File: src/rtl/axi_lite_arbiter_2to1.sv
// Two-master to one-slave AXI4-Lite arbiter, one outstanding transaction per grant.
// Define AXI_LITE_ARB_RR_EN for round-robin arbitration; fixed priority (master 0 wins) otherwise.
module axi_lite_arbiter_2to1 #(
  parameter int ADDR_WIDTH = 4
) (
  input  logic                  aclk,
  input  logic                  aresetn,
  input  logic [ADDR_WIDTH-1:0] s0_axi_awaddr,
  input  logic [2:0]            s0_axi_awprot,
  input  logic                  s0_axi_awvalid,
  output logic                  s0_axi_awready,
  input  logic [31:0]           s0_axi_wdata,
  input  logic [3:0]            s0_axi_wstrb,
  input  logic                  s0_axi_wvalid,
  output logic                  s0_axi_wready,
  output logic [1:0]            s0_axi_bresp,
  output logic                  s0_axi_bvalid,
  input  logic                  s0_axi_bready,
  input  logic [ADDR_WIDTH-1:0] s0_axi_araddr,
  input  logic [2:0]            s0_axi_arprot,
  input  logic                  s0_axi_arvalid,
  output logic                  s0_axi_arready,
  output logic [31:0]           s0_axi_rdata,
  output logic [1:0]            s0_axi_rresp,
  output logic                  s0_axi_rvalid,
  input  logic                  s0_axi_rready,
  input  logic [ADDR_WIDTH-1:0] s1_axi_awaddr,
  input  logic [2:0]            s1_axi_awprot,
  input  logic                  s1_axi_awvalid,
  output logic                  s1_axi_awready,
  input  logic [31:0]           s1_axi_wdata,
  input  logic [3:0]            s1_axi_wstrb,
  input  logic                  s1_axi_wvalid,
  output logic                  s1_axi_wready,
  output logic [1:0]            s1_axi_bresp,
  output logic                  s1_axi_bvalid,
  input  logic                  s1_axi_bready,
  input  logic [ADDR_WIDTH-1:0] s1_axi_araddr,
  input  logic [2:0]            s1_axi_arprot,
  input  logic                  s1_axi_arvalid,
  output logic                  s1_axi_arready,
  output logic [31:0]           s1_axi_rdata,
  output logic [1:0]            s1_axi_rresp,
  output logic                  s1_axi_rvalid,
  input  logic                  s1_axi_rready,
  output logic [ADDR_WIDTH-1:0] m_axi_awaddr,
  output logic [2:0]            m_axi_awprot,
  output logic                  m_axi_awvalid,
  input  logic                  m_axi_awready,
  output logic [31:0]           m_axi_wdata,
  output logic [3:0]            m_axi_wstrb,
  output logic                  m_axi_wvalid,
  input  logic                  m_axi_wready,
  input  logic [1:0]            m_axi_bresp,
  input  logic                  m_axi_bvalid,
  output logic                  m_axi_bready,
  output logic [ADDR_WIDTH-1:0] m_axi_araddr,
  output logic [2:0]            m_axi_arprot,
  output logic                  m_axi_arvalid,
  input  logic                  m_axi_arready,
  input  logic [31:0]           m_axi_rdata,
  input  logic [1:0]            m_axi_rresp,
  input  logic                  m_axi_rvalid,
  output logic                  m_axi_rready,
  output logic                  arb_busy,
  output logic                  arb_grant
);

  typedef enum logic [2:0] {S_IDLE, S_WR_ADDR, S_WR_RESP, S_RD_ADDR, S_RD_DATA} state_t;

  state_t r_state, w_state_nxt;
  logic   r_grant, w_grant_nxt;
  logic   r_last, w_last_nxt;
  logic   r_aw_done, w_aw_done_nxt;
  logic   r_w_done, w_w_done_nxt;

  logic [1:0] w_wr_req, w_req;
  logic       w_pick;

  logic [ADDR_WIDTH-1:0] w_sel_awaddr, w_sel_araddr;
  logic [2:0]            w_sel_awprot, w_sel_arprot;
  logic [31:0]           w_sel_wdata;
  logic [3:0]            w_sel_wstrb;
  logic w_sel_awvalid, w_sel_wvalid, w_sel_bready, w_sel_arvalid, w_sel_rready;
  logic w_aw_fire, w_w_fire;

  logic [1:0]       w_awready, w_wready, w_bvalid, w_arready, w_rvalid;
  logic [1:0][1:0]  w_bresp, w_rresp;
  logic [1:0][31:0] w_rdata;

  assign w_wr_req = {s1_axi_awvalid & s1_axi_wvalid, s0_axi_awvalid & s0_axi_wvalid};
  assign w_req    = w_wr_req | {s1_axi_arvalid, s0_axi_arvalid};

`ifdef AXI_LITE_ARB_RR_EN
  assign w_pick = (w_req[0] & w_req[1]) ? ~r_last : w_req[1];
`else
  assign w_pick = ~w_req[0];
`endif

  assign w_sel_awaddr  = r_grant ? s1_axi_awaddr  : s0_axi_awaddr;
  assign w_sel_awprot  = r_grant ? s1_axi_awprot  : s0_axi_awprot;
  assign w_sel_awvalid = r_grant ? s1_axi_awvalid : s0_axi_awvalid;
  assign w_sel_wdata   = r_grant ? s1_axi_wdata   : s0_axi_wdata;
  assign w_sel_wstrb   = r_grant ? s1_axi_wstrb   : s0_axi_wstrb;
  assign w_sel_wvalid  = r_grant ? s1_axi_wvalid  : s0_axi_wvalid;
  assign w_sel_bready  = r_grant ? s1_axi_bready  : s0_axi_bready;
  assign w_sel_araddr  = r_grant ? s1_axi_araddr  : s0_axi_araddr;
  assign w_sel_arprot  = r_grant ? s1_axi_arprot  : s0_axi_arprot;
  assign w_sel_arvalid = r_grant ? s1_axi_arvalid : s0_axi_arvalid;
  assign w_sel_rready  = r_grant ? s1_axi_rready  : s0_axi_rready;

  // Completed AW/W handshakes are masked so each is presented to the slave once.
  assign w_aw_fire = w_sel_awvalid & ~r_aw_done & m_axi_awready;
  assign w_w_fire  = w_sel_wvalid  & ~r_w_done  & m_axi_wready;

  // NOTE: sequential state uses non-blocking assignments so every register samples pre-edge values.
  always_ff @(posedge aclk or negedge aresetn) begin
    if (!aresetn) begin
      r_state   <= S_IDLE;
      r_grant   <= 1'b0;
      r_last    <= 1'b1;
      r_aw_done <= 1'b0;
      r_w_done  <= 1'b0;
    end else begin
      r_state   <= w_state_nxt;
      r_grant   <= w_grant_nxt;
      r_last    <= w_last_nxt;
      r_aw_done <= w_aw_done_nxt;
      r_w_done  <= w_w_done_nxt;
    end
  end

  // NOTE: every output of this block gets a default first, so no path can infer a latch.
  always_comb begin
    w_state_nxt   = r_state;
    w_grant_nxt   = r_grant;
    w_last_nxt    = r_last;
    w_aw_done_nxt = r_aw_done;
    w_w_done_nxt  = r_w_done;
    m_axi_awaddr  = '0;
    m_axi_awprot  = '0;
    m_axi_awvalid = 1'b0;
    m_axi_wdata   = '0;
    m_axi_wstrb   = '0;
    m_axi_wvalid  = 1'b0;
    m_axi_bready  = 1'b0;
    m_axi_araddr  = '0;
    m_axi_arprot  = '0;
    m_axi_arvalid = 1'b0;
    m_axi_rready  = 1'b0;
    w_awready     = '0;
    w_wready      = '0;
    w_bvalid      = '0;
    w_bresp       = '0;
    w_arready     = '0;
    w_rvalid      = '0;
    w_rresp       = '0;
    w_rdata       = '0;
    unique case (r_state)
      S_IDLE: begin
        if (|w_req) begin
          w_grant_nxt = w_pick;
          w_state_nxt = w_wr_req[w_pick] ? S_WR_ADDR : S_RD_ADDR;
        end
      end
      S_WR_ADDR: begin
        m_axi_awaddr       = w_sel_awaddr;
        m_axi_awprot       = w_sel_awprot;
        m_axi_awvalid      = w_sel_awvalid & ~r_aw_done;
        m_axi_wdata        = w_sel_wdata;
        m_axi_wstrb        = w_sel_wstrb;
        m_axi_wvalid       = w_sel_wvalid & ~r_w_done;
        w_awready[r_grant] = m_axi_awready & ~r_aw_done;
        w_wready[r_grant]  = m_axi_wready & ~r_w_done;
        w_aw_done_nxt      = r_aw_done | w_aw_fire;
        w_w_done_nxt       = r_w_done | w_w_fire;
        if (w_aw_done_nxt && w_w_done_nxt) begin
          w_state_nxt   = S_WR_RESP;
          w_aw_done_nxt = 1'b0;
          w_w_done_nxt  = 1'b0;
        end
      end
      S_WR_RESP: begin
        m_axi_bready      = w_sel_bready;
        w_bvalid[r_grant] = m_axi_bvalid;
        w_bresp[r_grant]  = m_axi_bresp;
        if (m_axi_bvalid && w_sel_bready) begin
          w_state_nxt = S_IDLE;
          w_last_nxt  = r_grant;
        end
      end
      S_RD_ADDR: begin
        m_axi_araddr       = w_sel_araddr;
        m_axi_arprot       = w_sel_arprot;
        m_axi_arvalid      = w_sel_arvalid;
        w_arready[r_grant] = m_axi_arready;
        if (w_sel_arvalid && m_axi_arready) w_state_nxt = S_RD_DATA;
      end
      S_RD_DATA: begin
        m_axi_rready      = w_sel_rready;
        w_rvalid[r_grant] = m_axi_rvalid;
        w_rresp[r_grant]  = m_axi_rresp;
        w_rdata[r_grant]  = m_axi_rdata;
        if (m_axi_rvalid && w_sel_rready) begin
          w_state_nxt = S_IDLE;
          w_last_nxt  = r_grant;
        end
      end
      default: w_state_nxt = S_IDLE;
    endcase
  end

  assign s0_axi_awready = w_awready[0];
  assign s0_axi_wready  = w_wready[0];
  assign s0_axi_bvalid  = w_bvalid[0];
  assign s0_axi_bresp   = w_bresp[0];
  assign s0_axi_arready = w_arready[0];
  assign s0_axi_rvalid  = w_rvalid[0];
  assign s0_axi_rresp   = w_rresp[0];
  assign s0_axi_rdata   = w_rdata[0];
  assign s1_axi_awready = w_awready[1];
  assign s1_axi_wready  = w_wready[1];
  assign s1_axi_bvalid  = w_bvalid[1];
  assign s1_axi_bresp   = w_bresp[1];
  assign s1_axi_arready = w_arready[1];
  assign s1_axi_rvalid  = w_rvalid[1];
  assign s1_axi_rresp   = w_rresp[1];
  assign s1_axi_rdata   = w_rdata[1];

  assign arb_busy  = (r_state != S_IDLE);
  assign arb_grant = r_grant;

endmodule

File: config.mk
export PLATFORM = sky130hd
export DESIGN_NAME = axi_lite_arbiter_2to1
export DESIGN_NICKNAME = d
export VERILOG_FILES = /design/src/rtl/axi_lite_arbiter_2to1.sv
export SDC_FILE = /design/constraint.sdc
export NUM_CORES = 1
export LEC_CHECK = 0
export BUFFER_PORTS_ARGS = -buffer_cell sky130_fd_sc_hd__buf_2
export CORE_AREA = 2 2 114 116
export CTS_CLUSTER_DIAMETER = 30
export DETAILED_ROUTE_END_ITERATION = 8
export DIE_AREA = 0 0 116 118
export GPL_TIMING_DRIVEN = 0
export SLEW_MARGIN = 0
export SYNTH_ARGS = -nofsm -noshare
export SYNTH_HDL_FRONTEND = slang
export SYNTH_SLANG_ARGS = --single-unit
File: constraint.sdc
create_clock -name aclk -period 1.5 [get_ports aclk]
set_clock_uncertainty 0.05 [all_clocks]
set_input_delay 0.15 -clock aclk [delete_from_list [all_inputs] [get_ports aclk]]
set_output_delay 0.15 -clock aclk [all_outputs]
set_load 0.1 [all_outputs]
======== Word level (Yosys, flattened, before mapping) ========
Index checks and enable logic that the tools add are counted.
word-level totals
  flip-flop bits (word level) ............. 6
  input bits .............................. 153
  output and inout port bits .............. 139
  logic and storage cells ................. 95
cells by class
  order comparisons ....................... 3
  eq/ne operators ......................... 9
  mux-type cells .......................... 47
  bitwise logic cells ..................... 22
  reduce and logical (&&, ||, !) cells .... 10
operator list
  operator                                              count
  two-way mux 32 bit                                    3
  bitwise AND 64 bit                                    1
  two-way mux 64 bit                                    1
  demux 32 bit (select 1 bit)                           1
  two-way mux 4 bit                                     8
  two-way mux 3 bit                                     9
  two-way mux 1 bit                                     15
  one-hot mux 3 bit (5 select lines)                    1
  two-way mux 2 bit                                     7
  bitwise AND 2 bit                                     5
  inequality test 2 bit (second input constant)         5
  bitwise AND 1 bit                                     8
  bitwise AND 4 bit                                     2
  equality test 3 x 2 -> 1 bit (second input constant)  2
  logical AND 1 bit                                     5
  AND reduction 5 bit                                   1
  < comparator 1 x 2 -> 1 bit (second input constant)   2
  equality test 3 x 1 -> 1 bit (second input constant)  1
  equality test 3 bit (second input constant)           1
  logical NOT 3 bit                                     1
  NOT 1 bit                                             3
  nonzero test 3 bit                                    1
  demux 2 bit (select 1 bit)                            1
  OR 1 bit                                              2
  other kinds (5)                                       5

======== Depth between registers and ports, before layout ========
  depth after elaboration ................. 8
  mapped depth ............................ 6
  mapped depth without buffers ............ 4

======== Worst setup path after synthesis ========
Ideal clock, no wire load.
  path type ............................... register to output
  start ................................... register r_grant (netlist: arb_grant)
  end ..................................... output m_axi_bready
  arrival time ............................ 4.464 ns
  required time ........................... 1.300 ns
  path slack .............................. -3.164 ns
  cell stages (with the launch flop) ...... 5
  buffers on the path ..................... 2
  cells stage by stage .................... dfrtp_1 buf_6 buf_6 mux2i_1 nor4b_1
on the way
  cells in the longest elaborated chain, start to end .. 2
RTL lines
  item                      line  RTL
  start: declaration        72    logic r_grant, w_grant_nxt;
  start signal: assignment  126   r_grant <= w_grant_nxt;
  two-way mux 1 bit         106   assign w_sel_bready = r_grant ? s1_axi_bready : s0_axi_bready;
  two-way mux 1 bit         159   unique case (r_state)
  end: declaration          56    output logic m_axi_bready,
No other way between the ends.

======== Worst setup path after layout ========
  start ................................... register r_grant (netlist: arb_grant)
  end ..................................... output m_axi_araddr[0]
on the way
  cells in the longest elaborated chain, start to end .. 2
RTL lines
  item               line  RTL
  two-way mux 4 bit  107   assign w_sel_araddr = r_grant ? s1_axi_araddr : s0_axi_araddr;
  two-way mux 4 bit  159
  end: declaration   57    output logic [ADDR_WIDTH-1:0] m_axi_araddr,
No other way between the ends.

==> impl_metrics.json <==
{
  "status": "finished, violations left",
  "violations": "setup timing",
  "crit_path_max_fanout": 7,
  "hp-class": "in -> async",
  "synth.top_cell.area_share_pct": 27.8,
  "crit_arrival_ps": 1670,
  "port-buffer-count": 291,
  "max_cap_viol_count": 0,
  "syn_inst": 264,
  "syn_nets": 417,
  "grt_usage_pct": 19.3,
  "grt_overflow": 0,
  "num-fill-cells": 927,
  "place_hpwl_mm": 8.52,
  "synthArstFlopShare_pct": 100,
  "holdWs_ps": 222,
  "grt_max_degree": 11,
  "antenna_found_initial": 0,
  "diodes": 0,
  "route.detailed.drc": 0,
  "clk_latency_ps": 230,
  "cts_tree": "built",
  "setup_viol": 142,
  "clk_path_buf_depth": 2,
  "vias": 3379,
  "first_global_vias": 3831,
  "met2WireLength_mm": 7.95,
  "ys_types": 33,
  "grt_pass1_wl_mm": 20.8,
  "worst_pin_slew_ps": 268,
  "start_util_pct": 15.4,
  "regToRegStartpoint": "arb_grant",
  "yosys.area.top_type": "mux2i_1",
  "maxSlewHeadroom_pct": 81.8,
  "htreeDepth": 1,
  "syn-cell-area_sq_mm": 0.00191,
  "cts_root_buf": "clkbuf_16",
  "num_rows": 41,
  "ys.flop_type": "dfrtp_1",
  "wirelength_mm": 14.1,
  "critPathLaunchType": "register",
  "drive_gt1_share_pct": 95.3,
  "setup_tns_ps": -42890,
  "synth.area.top_cells": "mux2i_1, and2_1, nor2_1",
  "endpoint_kind": "output pin",
  "max_clock_freq_mhz": 533,
  "yosysSeqAreaShare_pct": 7.86,
  "startpoint": "arb_grant",
  "clk_pin_slew_worst_paths_ps": 30,
  "ys_ff_latch": 6,
  "finalMaxSlewViolations": 0,
  "drt-met1-wl_mm": 5.02,
  "synth_common_cells": "and2_1, nor2_1, mux2i_1",
  "top_layer": "met4",
  "final.period_utilization_pct": 125,
  "post_drt_wl_per_cell_um": 18.3,
  "critical_path_required_ps": 1300,
  "post_drt_via_cell_ratio": 4.37,
  "die_y_um": 118,
  "ys_warn_count": 0,
  "critPathKind": "reg -> out",
  "powerDensity_mw_per_mm2": 1870,
  "ioPinCount": 292,
  "synth_edf_count": 0,
  "cts.sinks": 6,
  "period_minus_slack_ps": 1870,
  "drtIter0Drc": 91,
  "syn_avg_cell_area_sq_um": 7.23,
  "globalplace.congestion": 0.807,
  "fp.coreArea_sq_mm": 0.0124,
  "dr.pass1.iters": 4,
  "ff2ff_setup_slack_ps": -200,
  "syn_to_final_growth_pct": 298,
  "p_leak_uw": 0.00325,
  "finalInstanceArea_sq_mm": 0.00760,
  "hold_violations": 0,
  "ant_nets": 0,
  "synth.most_common_cell": "and2_1",
  "nets": 755,
  "dieArea_sq_mm": 0.0137,
  "ir_worst_vdd_mv": 1.44,
  "setup_ws_ps": -375,
  "rsz0062_at_grt": "yes",
  "cts_buffers": 3,
  "die_w_um": 116,
  "wl_met3_um": 967,
  "dpl-instance-area_sq_mm": 0.00428
}
-- worst paths after layout --
check,endpoint,cells past startpoint
max,m_axi_araddr[0],6
min,arb_grant,2
max in group asynchronous,arb_grant,2
min reg2reg,r_w_done,1
max reg2reg,r_state[0],6
min in group aclk,r_state[0],5
-- cell type report --
class	instances	area (sq um)	share of cell area [%]
multi-input cells	233	2620	34.5
plain buffers	19	319	4.20
well taps	172	215	2.83
repair buffers	337	4200	55.2
flip-flops and latches	6	155	2.04
clock buffers	4	78.8	1.04
inverters	2	7.51	0.0988
-- flip-flops by register name (all words and copies together) (netlist names) --
signal     cells
r_state        3
arb_grant      1
r_aw_done      1
r_w_done       1
-- layer usage --
metal,global-route usage [%],vias to the layer above
met5,0,-
met4,3.94,0
met3,2.78,21
met2,37.4,192
met1,21.8,1610
li1,-,1556
-- kinds of logic (layout without fill, tap and decap cells) --
| logic type | count (synthesis) | count (layout) | synth area share [%] |
|---|---|---|---|
| compound gates | 15 | 15 | 6.10 |
| buf+inv | 25 | 362 | 10.7 |
| flops | 6 | 6 | 7.86 |
| mux | 55 | 55 | 29.4 |
| simple gates | 163 | 163 | 45.9 |
-- metrics by stage --
| stage | setup WS, ps | util (%) | cells | total power (uW) |
|---|---|---|---|---|
| after global routing | -420 | 61.2 | 773 | 14600 |
| after floorplan | -882 | - | 264 | 7670 |
| after detailed placement | -927 | 34.5 | 727 | 8890 |
| after CTS | -409 | 59.3 | 764 | 13700 |
| final | -375 | 61.2 | 773 | 14200 |
| after global placement | -920 | 34.5 | 727 | 8810 |
-- power breakdown --
group,internal [uW],switching [uW],total [uW]
combinational,5670,7740,13400
sequential,246,120,366
clock,353,90.4,443
total,6270,7950,14200
-- critical path, stage by stage, from the launching register on --
cell	delay, ps
dfrtp_4	520
buf_12	170
buf_12	130
buf_12	140
mux2i_4	190
nor2_4	100
buf_12	180
-- cells in the final DEF, fill, tap and decap left out, types with 5 or more instances in the layout --
cell type	count
and2_4	72
buf_12	147
buf_16	9
buf_2	152
buf_4	18
buf_6	17
buf_8	8
clkbuf_16	6
mux2i_2	43
mux2i_4	10
nand2_4	5
nor2_4	59
-- what timing repair did --
item | CTS | global route
gates resized for setup | 668 | 40
pin swaps | 34 | 30
setup buffers | 21 | 12
hold buffers | 1 | 0
hold endpoints to repair | 6 | 0
gates cloned | 12 | 3
endpoints found under the setup margin | 140 | 142
No activity file was read; power rests on OpenSTA's default activity.
